### config.mk
export PLATFORM = sky130hd
export DESIGN_NAME = hl_layer_collector
export DESIGN_NICKNAME = d
export VERILOG_FILES = /design/src/rtl/hl_layer_pkg.sv /design/src/rtl/hl_capture_bank.sv /design/src/rtl/hl_layer_collector.sv
export SDC_FILE = /design/constraint.sdc
export NUM_CORES = 1
export LEC_CHECK = 0
export CORE_ASPECT_RATIO = 0.8
export CORE_MARGIN = 2
export CORE_UTILIZATION = 30
export CTS_BUF_LIST = sky130_fd_sc_hd__clkbuf_8 sky130_fd_sc_hd__clkbuf_16
export DETAILED_ROUTE_END_ITERATION = 8
export GPL_TIMING_DRIVEN = 0
export HOLD_SLACK_MARGIN = 0.06
export PLACE_DENSITY = 0.57
export SLEW_MARGIN = 20
export SYNTH_ARGS = -nofsm -noshare
export SYNTH_HDL_FRONTEND = slang
export SYNTH_SLANG_ARGS = --single-unit
### constraint.sdc
create_clock -name CLK -period 5.7 [get_ports CLK]
set_input_delay 0.57 -clock CLK [delete_from_list [all_inputs] [get_ports CLK]]
set_output_delay 0.57 -clock CLK [all_outputs]
set_load 0.1 [all_outputs]
### src/rtl/hl_layer_pkg.sv
// hl_layer_pkg: shared state encoding and index-width helper for the layer collector
package hl_layer_pkg;
  typedef enum logic [1:0] {IDLE = 2'd0, COLLECT = 2'd1, DRAIN = 2'd2} state_e;
  function automatic int idx_width(input int n);
    return (n < 2) ? 1 : $clog2(n);
  endfunction
endpackage

### src/rtl/hl_capture_bank.sv
// hl_capture_bank: per-neuron result buffer with capture mask, all-captured detect and indexed read
//   clk_i/rst_i    clock, async active-high reset
//   clr_i          clear the capture mask (new vector)
//   cap_en_i       captures allowed this cycle
//   valid_i        per-neuron result-valid pulses
//   value_i        packed neuron results, neuron k at [k*WIDTH +: WIDTH]
//   rd_idx_i       read index; rd_data_o is the buffered value at that index
//   new_o          neurons captured this cycle
//   dup_o          a valid arrived for an already-captured neuron
//   done_o         every neuron is captured once this cycle's captures land
module hl_capture_bank
  import hl_layer_pkg::*;
#(
  parameter int NUM_NEURONS = 16,
  parameter int WIDTH = 8,
  parameter int IDX_W = idx_width(NUM_NEURONS)
) (
  input  logic                         clk_i,
  input  logic                         rst_i,
  input  logic                         clr_i,
  input  logic                         cap_en_i,
  input  logic [NUM_NEURONS-1:0]       valid_i,
  input  logic [NUM_NEURONS*WIDTH-1:0] value_i,
  input  logic [IDX_W-1:0]             rd_idx_i,
  output logic [WIDTH-1:0]             rd_data_o,
  output logic [NUM_NEURONS-1:0]       new_o,
  output logic                         dup_o,
  output logic                         done_o
);
  logic [NUM_NEURONS-1:0] mask_q;
  logic [WIDTH-1:0]       mem_q [NUM_NEURONS];
  assign new_o     = cap_en_i ? valid_i & ~mask_q : '0;
  assign dup_o     = |(valid_i & mask_q);
  assign done_o    = &(mask_q | new_o);
  assign rd_data_o = mem_q[rd_idx_i];
  always_ff @(posedge clk_i or posedge rst_i) begin
    if (rst_i) begin
      mask_q <= '0;
      for (int k = 0; k < NUM_NEURONS; k++) mem_q[k] <= '0;
    end else begin
      mask_q <= clr_i ? '0 : mask_q | new_o;
      for (int k = 0; k < NUM_NEURONS; k++)
        if (new_o[k]) mem_q[k] <= value_i[k*WIDTH +: WIDTH];
    end
  end
endmodule

### src/rtl/hl_layer_collector.sv
// hl_layer_collector: gathers out-of-order neuron results and streams the layer vector in index order
//   CLK/RST              clock, async active-high reset
//   START                new input vector issued to the layer
//   NEURON_*_IN          per-neuron value, valid pulse, sticky overflow and ready flags
//   LAYER_READY          idle and all neurons ready
//   VALUE_OUT/INDEX_OUT  streamed element and its neuron index, with VALID_OUT/LAST_OUT, READY_IN
//   OVERFLOW_OUT         OR of overflows captured for the current vector
//   PROTOCOL_ERR         sticky illegal-event flag
module hl_layer_collector
  import hl_layer_pkg::*;
#(
  parameter int NUM_NEURONS = 16,
  parameter int WIDTH = 8,
  localparam int IDX_W = idx_width(NUM_NEURONS)
) (
  input  logic                         CLK,
  input  logic                         RST,
  input  logic                         START,
  input  logic [NUM_NEURONS*WIDTH-1:0] NEURON_VALUE_IN,
  input  logic [NUM_NEURONS-1:0]       NEURON_VALID_IN,
  input  logic [NUM_NEURONS-1:0]       NEURON_OVERFLOW_IN,
  input  logic [NUM_NEURONS-1:0]       NEURON_READY_IN,
  output logic                         LAYER_READY,
  output logic [WIDTH-1:0]             VALUE_OUT,
  output logic [IDX_W-1:0]             INDEX_OUT,
  output logic                         VALID_OUT,
  output logic                         LAST_OUT,
  input  logic                         READY_IN,
  output logic                         OVERFLOW_OUT,
  output logic                         PROTOCOL_ERR
);
  localparam logic [IDX_W-1:0] LAST_IDX = IDX_W'(NUM_NEURONS - 1);
  state_e                 state_q;
  logic [IDX_W-1:0]       idx_q, rd_idx_d;
  logic [WIDTH-1:0]       value_q, rd_data;
  logic                   valid_q, last_q, ovf_q, err_q, err_d;
  logic [NUM_NEURONS-1:0] new_w;
  logic                   dup_w, done_w, any_v;
  hl_capture_bank #(.NUM_NEURONS(NUM_NEURONS), .WIDTH(WIDTH), .IDX_W(IDX_W)) u_bank (
    .clk_i    (CLK),
    .rst_i    (RST),
    .clr_i    (state_q == IDLE && START),
    .cap_en_i (state_q == COLLECT),
    .valid_i  (NEURON_VALID_IN),
    .value_i  (NEURON_VALUE_IN),
    .rd_idx_i (rd_idx_d),
    .rd_data_o(rd_data),
    .new_o    (new_w),
    .dup_o    (dup_w),
    .done_o   (done_w)
  );
  assign any_v    = |NEURON_VALID_IN;
  // Read one element ahead while presenting so back-to-back handshakes need no bubble.
  assign rd_idx_d = valid_q ? idx_q + IDX_W'(1) : idx_q;
  assign err_d    = err_q | (state_q == IDLE ? any_v : state_q == COLLECT ? START | dup_w : START | any_v);
  always_ff @(posedge CLK or posedge RST) begin
    if (RST) begin
      state_q <= IDLE;
      idx_q   <= '0;
      value_q <= '0;
      valid_q <= 1'b0;
      last_q  <= 1'b0;
      ovf_q   <= 1'b0;
      err_q   <= 1'b0;
    end else begin
      err_q <= err_d;
      case (state_q)
        IDLE: if (START) begin
          state_q <= COLLECT;
          ovf_q   <= 1'b0;
        end
        COLLECT: begin
          ovf_q <= ovf_q | |(new_w & NEURON_OVERFLOW_IN);
          if (done_w) begin
            state_q <= DRAIN;
            idx_q   <= '0;
          end
        end
        DRAIN: if (!valid_q) begin
          valid_q <= 1'b1;
          value_q <= rd_data;
          last_q  <= idx_q == LAST_IDX;
        end else if (READY_IN) begin
          if (last_q) begin
            state_q <= IDLE;
            valid_q <= 1'b0;
            last_q  <= 1'b0;
            idx_q   <= '0;
          end else begin
            idx_q   <= rd_idx_d;
            value_q <= rd_data;
            last_q  <= rd_idx_d == LAST_IDX;
          end
        end
        default: state_q <= IDLE;
      endcase
    end
  end
  assign LAYER_READY  = state_q == IDLE && &NEURON_READY_IN;
  assign VALUE_OUT    = value_q;
  assign INDEX_OUT    = idx_q;
  assign VALID_OUT    = valid_q;
  assign LAST_OUT     = last_q;
  assign OVERFLOW_OUT = ovf_q;
  assign PROTOCOL_ERR = err_q;
endmodule

# Word level (Yosys, flattened, before mapping)

Cells that the tools add are included.

Logic and storage cells: 92
Memories: 0
Bits in registers: 162
Memory bits (writable): 0
Latch bits: 0
Memory bits (read-only): 0

Equality and inequality tests: 11
Div/mod/pow operators: 0
Bitwise logic cells: 10
Order comparisons: 1
Add/sub/neg operators: 1
Shift-type cells: 0
Reductions and logical operators: 15
Muxes and demuxes: 30
$mul: 0

Operator list:

| cell                                                     | count |
|---|---|
| bitwise AND 16 bit                                       | 3 |
| OR reduction 16 bit                                      | 3 |
| 2-to-1 mux 8 bit                                         | 5 |
| binary-select mux 8 bit (select 4 bit)                   | 1 |
| 2-to-1 mux 16 bit                                        | 2 |
| AND reduction 16 bit                                     | 2 |
| 2-to-1 mux 4 bit                                         | 5 |
| inverter 16 bit                                          | 1 |
| OR 16 bit                                                | 1 |
| inequality test 2 bit, second input constant             | 7 |
| 2-to-1 mux 2 bit                                         | 5 |
| 2-to-1 mux 1 bit                                         | 9 |
| equality test 4 bit, second input constant               | 2 |
| one-hot mux 4 bit (2 select lines)                       | 1 |
| one-hot mux 2 bit (3 select lines)                       | 1 |
| greater-or-equal comparator 5 bit, second input constant | 1 |
| inverter 4 -> 5 bit                                      | 1 |
| AND reduction 5 bit                                      | 1 |
| adder 4 x 1 -> 4 bit, second input constant              | 1 |
| OR 1 bit                                                 | 4 |
| AND reduction 2 bit                                      | 2 |
| AND reduction 4 bit                                      | 1 |
| nonzero test 2 bit                                       | 2 |
| AND reduction 3 bit                                      | 1 |
| other kinds (5)                                          | 6 |

# Depth between registers and ports, before layout

Word-level depth: 9
Gate-level depth with buffers: 9
Depth with buffers taken out: 7

# Modules after synthesis

Synthesis repeated with hierarchy kept, for this count alone.

Cell total of the unflattened synthesis: 798
Area total of the unflattened synthesis: 7,682.4 um2

By module, submodules not included:

| module             | cells an instance | area each (um2) | times used |
|---|---|---|---|
| hl_capture_bank    | 696               | 6,610.1         | 1 |
| hl_layer_collector | 102               | 1,072.3         | 1 |

# Worst setup path before layout

OpenSTA, ideal clock, no wires.

Path type: reg-to-output
Start point: reg state_q[1]
End point: out LAYER_READY
Required time: 5.130 ns
Stages on the path, launching flop included: 5
Buffers on the path: 0
Setup slack: 1.516 ns
Arrival: 3.614 ns
Cell sequence: dfrtp_1 nor2_1 and3_1 nand3_1 nor4_1

Cells in the longest elaborated chain, start to end: 2

RTL lines:

| what                   | RTL line                 | source |
|---|---|---|
| start, declared        | hl_layer_collector.sv:33 | `state_e state_q;` |
| start signal, assigned | hl_layer_collector.sv:58 | `state_q <= IDLE;` |
| start signal, assigned | hl_layer_collector.sv:69 | `state_q <= COLLECT;` |
| start signal, assigned | hl_layer_collector.sv:75 | `state_q <= DRAIN;` |
| zero test 2 bit        | hl_layer_collector.sv:99 | `assign LAYER_READY = state_q == IDLE && &NEURON_READY_IN;` |
| logical AND 1 bit      | hl_layer_collector.sv:99 |  |
| end, declared          | hl_layer_collector.sv:23 | `output logic LAYER_READY,` |

No other way between the ends.

# Final worst setup path

Same ends and word-level chain as after synthesis.

==> impl_metrics.tcl <==
set metrics [dict create \
    required_ns 5.13 \
    worstMarginPinSlew_ns 1.059 \
    hold_viol 0 \
    cp_max_fo 6 \
    cts_resized 0 \
    htreeDepth 4 \
    num-fill-cells 2539 \
    ctsHoldBuffers 0 \
    ys_top_cells_by_count "162 x dfrtp_1, 130 x mux2_2, 38 x nor2_1" \
    synth-main-ff-cell "dfrtp_1" \
    grt_antenna_before_repair 3 \
    drc 0 \
    synthTopCellsByArea "dfrtp_1 50%, mux2_2 18%, mux4_2 5.6%, nor2_1 1.8%, a21oi_1 1.7%" \
    finalSetupViolations 0 \
    grt_pass1_vias 6805 \
    crit_slowest_cell "clkdlybuf4s50_1" \
    syn-num-nets 842 \
    ant_nets 0 \
    synth_cell_types 63 \
    first_iter_violations 448 \
    post-dp-hpwl_um 21210 \
    post-cts-setup-buffer-count 0 \
    relSlewSlack_pct 28.81 \
    grt_max_degree 70 \
    drt-wirelength-per-cell_um 22.16 \
    vdd_drop_max_v 0.0002809 \
    maxCapViolCount 0 \
    synth-edff-count 0 \
    viasPerCell 5.311 \
    p_leak_nw 4.326 \
    total_power_w 0.006312 \
    cts_root_buffer "clkbuf_16" \
    final.setup_skew_ns 0.01324 \
    layout-drive-gt1-share_pct 25.48 \
    fin_crit_ns 3.351 \
    p_per_area_nw_per_um2 566.9 \
    r2r_cells 7 \
    crit_chain "nor2_1 -> and3_1 -> nand3_1 -> nor4_1 -> clkdlybuf4s50_1" \
    synthCells 661 \
    endpoint_kind "output pin" \
    cts_buffers 17 \
    place.gp.congestion 0.8818 \
    io_pins 197 \
    ys_seq_area_share_pct 50.00 \
    cp.arrival_ns 2.78 \
    track_usage_pct 20.27 \
    fin_crit_sh_pct 58.78 \
    first_pass_iters 5 \
    fin_util_pct 42.19 \
    num_rows 53 \
    whs_ns 0.4893 \
    crit_type "reg2out" \
    syn_area_per_cell_um2 12.27 \
    core_um2 26390 \
    run_status "completed" \
    ctsLongestPathBuffers 2 \
    cts_sinks 162 \
    synthArstFlopShare_pct 100.0 \
    die_area_um2 28370 \
    start_util_pct 30.72 \
    numPortBuffers 196 \
    insertion_delay_ns 0.45 \
    fin_nets 1059 \
    areaGrowthSynthToFinish_pct 37.33 \
    slowest_delay_ns 1.18 \
    fmax_mhz 298.5 \
    place_area_um2 10590 \
    routed_wl_um 27670 \
    grt_pass1_wl_um 42200 \
    die_w_um 187.8 \
    clkTransAtPathRegs_ns 0.07 \
    die_h_um 151.0 \
    stdcell_area_um2 11130 \
    rsz0062_at_grt "no" \
    hold_class "in2async" \
    drv_slew 0 \
    overflow 0 \
    startpoint_type "flip-flop" \
    yosys.area.top_type "dfrtp_1" \
    yosysWarnings 0 \
    vias 6633 \
    yosysTopAreaCellShare_pct 50.00 \
    cts_tree "built" \
    synth_most_common_cell "dfrtp_1" \
    ys_ff_latch 162 \
    synth.cell_area_um2 8108 \
]
critical path, delay by kind of cell (launching register included):
kind / cells / cell delay, ns
flops: 1 / 0.47
simple gates: 4 / 0.68
buf+inv: 1 / 1.18
registers in the layout (all words and copies together) (netlist names):
name,flops
VALUE_OUT,8
state_q,2
u_bank.mem_q,128
INDEX_OUT,4
OVERFLOW_OUT,1
LAST_OUT,1
VALID_OUT,1
PROTOCOL_ERR,1
u_bank.mask_q,16
area by class of cell:
type                       count  area (um^2)  share of cell area, %
tap                          357        446.7                  4.012
timing repair buffer         198         2017                  18.11
inverter                       3        18.77                 0.1686
antenna                        1        2.502                0.02247
clock buffer                  18        439.2                  3.944
clock inverter                14        107.6                 0.9664
sequential                   162         4054                  36.41
multi-input combinational    469         3914                  35.15
buffer                        27        135.1                  1.214
metrics by stage:
step | setup WS (ns) | std cells | TNS, ns
CTS | 2.315 | 1248 | 0
detailed placement | 2.488 | 1216 | 0
floorplan | 0.7534 | 661 | 0
finish | 2.350 | 1249 | 0
global route | 2.163 | 1248 | 0
global placement | -1.831 | 1214 | -294.23
layout by cell type, fill, tap and decap left out, types with 17 or more instances in the layout:
cell,count
a21oi_1,27
nor2_1,38
clkdlybuf4s50_1,196
nand2_1,35
mux4_2,20
o22ai_1,18
mux2_2,130
dfrtp_1,162
clkbuf_16,17
o21ai_0,17
logic make-up (layout without fill, tap and decap cells):
logic type	Yosys count	after routing	share of synthesized area (%)
xor gates and xnor gates	5	5	0.5402
muxes	163	163	25.22
buffers and inverters	30	260	1.805
AOI/OAI and AO/OA	134	134	11.37
adders and majority gates	1	1	0.1543
and+or+nand+nor	166	166	10.91
other	0	1	0
DFF	162	162	50.00
power breakdown:
group,internal (W),switching [W],leakage (nW)
sequential,0.00172,0.000420,1.90
combinational,0.00139,0.00169,2.16
clock,0.000573,0.000513,0.262
final timing paths:
check	from	to	slack, ns
worst max register to register	INDEX_OUT[1]	VALUE_OUT[2]	2.74
min in group CLK	PROTOCOL_ERR	PROTOCOL_ERR	0.49
worst min register to register	PROTOCOL_ERR	PROTOCOL_ERR	0.49
worst min-delay path	RST	u_bank.mem_q[21]	0.49
max in group asynchronous	RST	u_bank.mem_q[89]	4.23
worst max-delay path	state_q[1]	LAYER_READY	2.35
layer usage:
metal / global-route usage [%] / up-vias / routed length [um]
li1: - / 2990 / -
met2: 30.02 / 266 / 11910
met4: 4.764 / 4 / 342
met5: 0 / - / 27
met1: 28.70 / 3341 / 13110
met3: 6.650 / 32 / 2279
(Power assumes the default switching activity.)
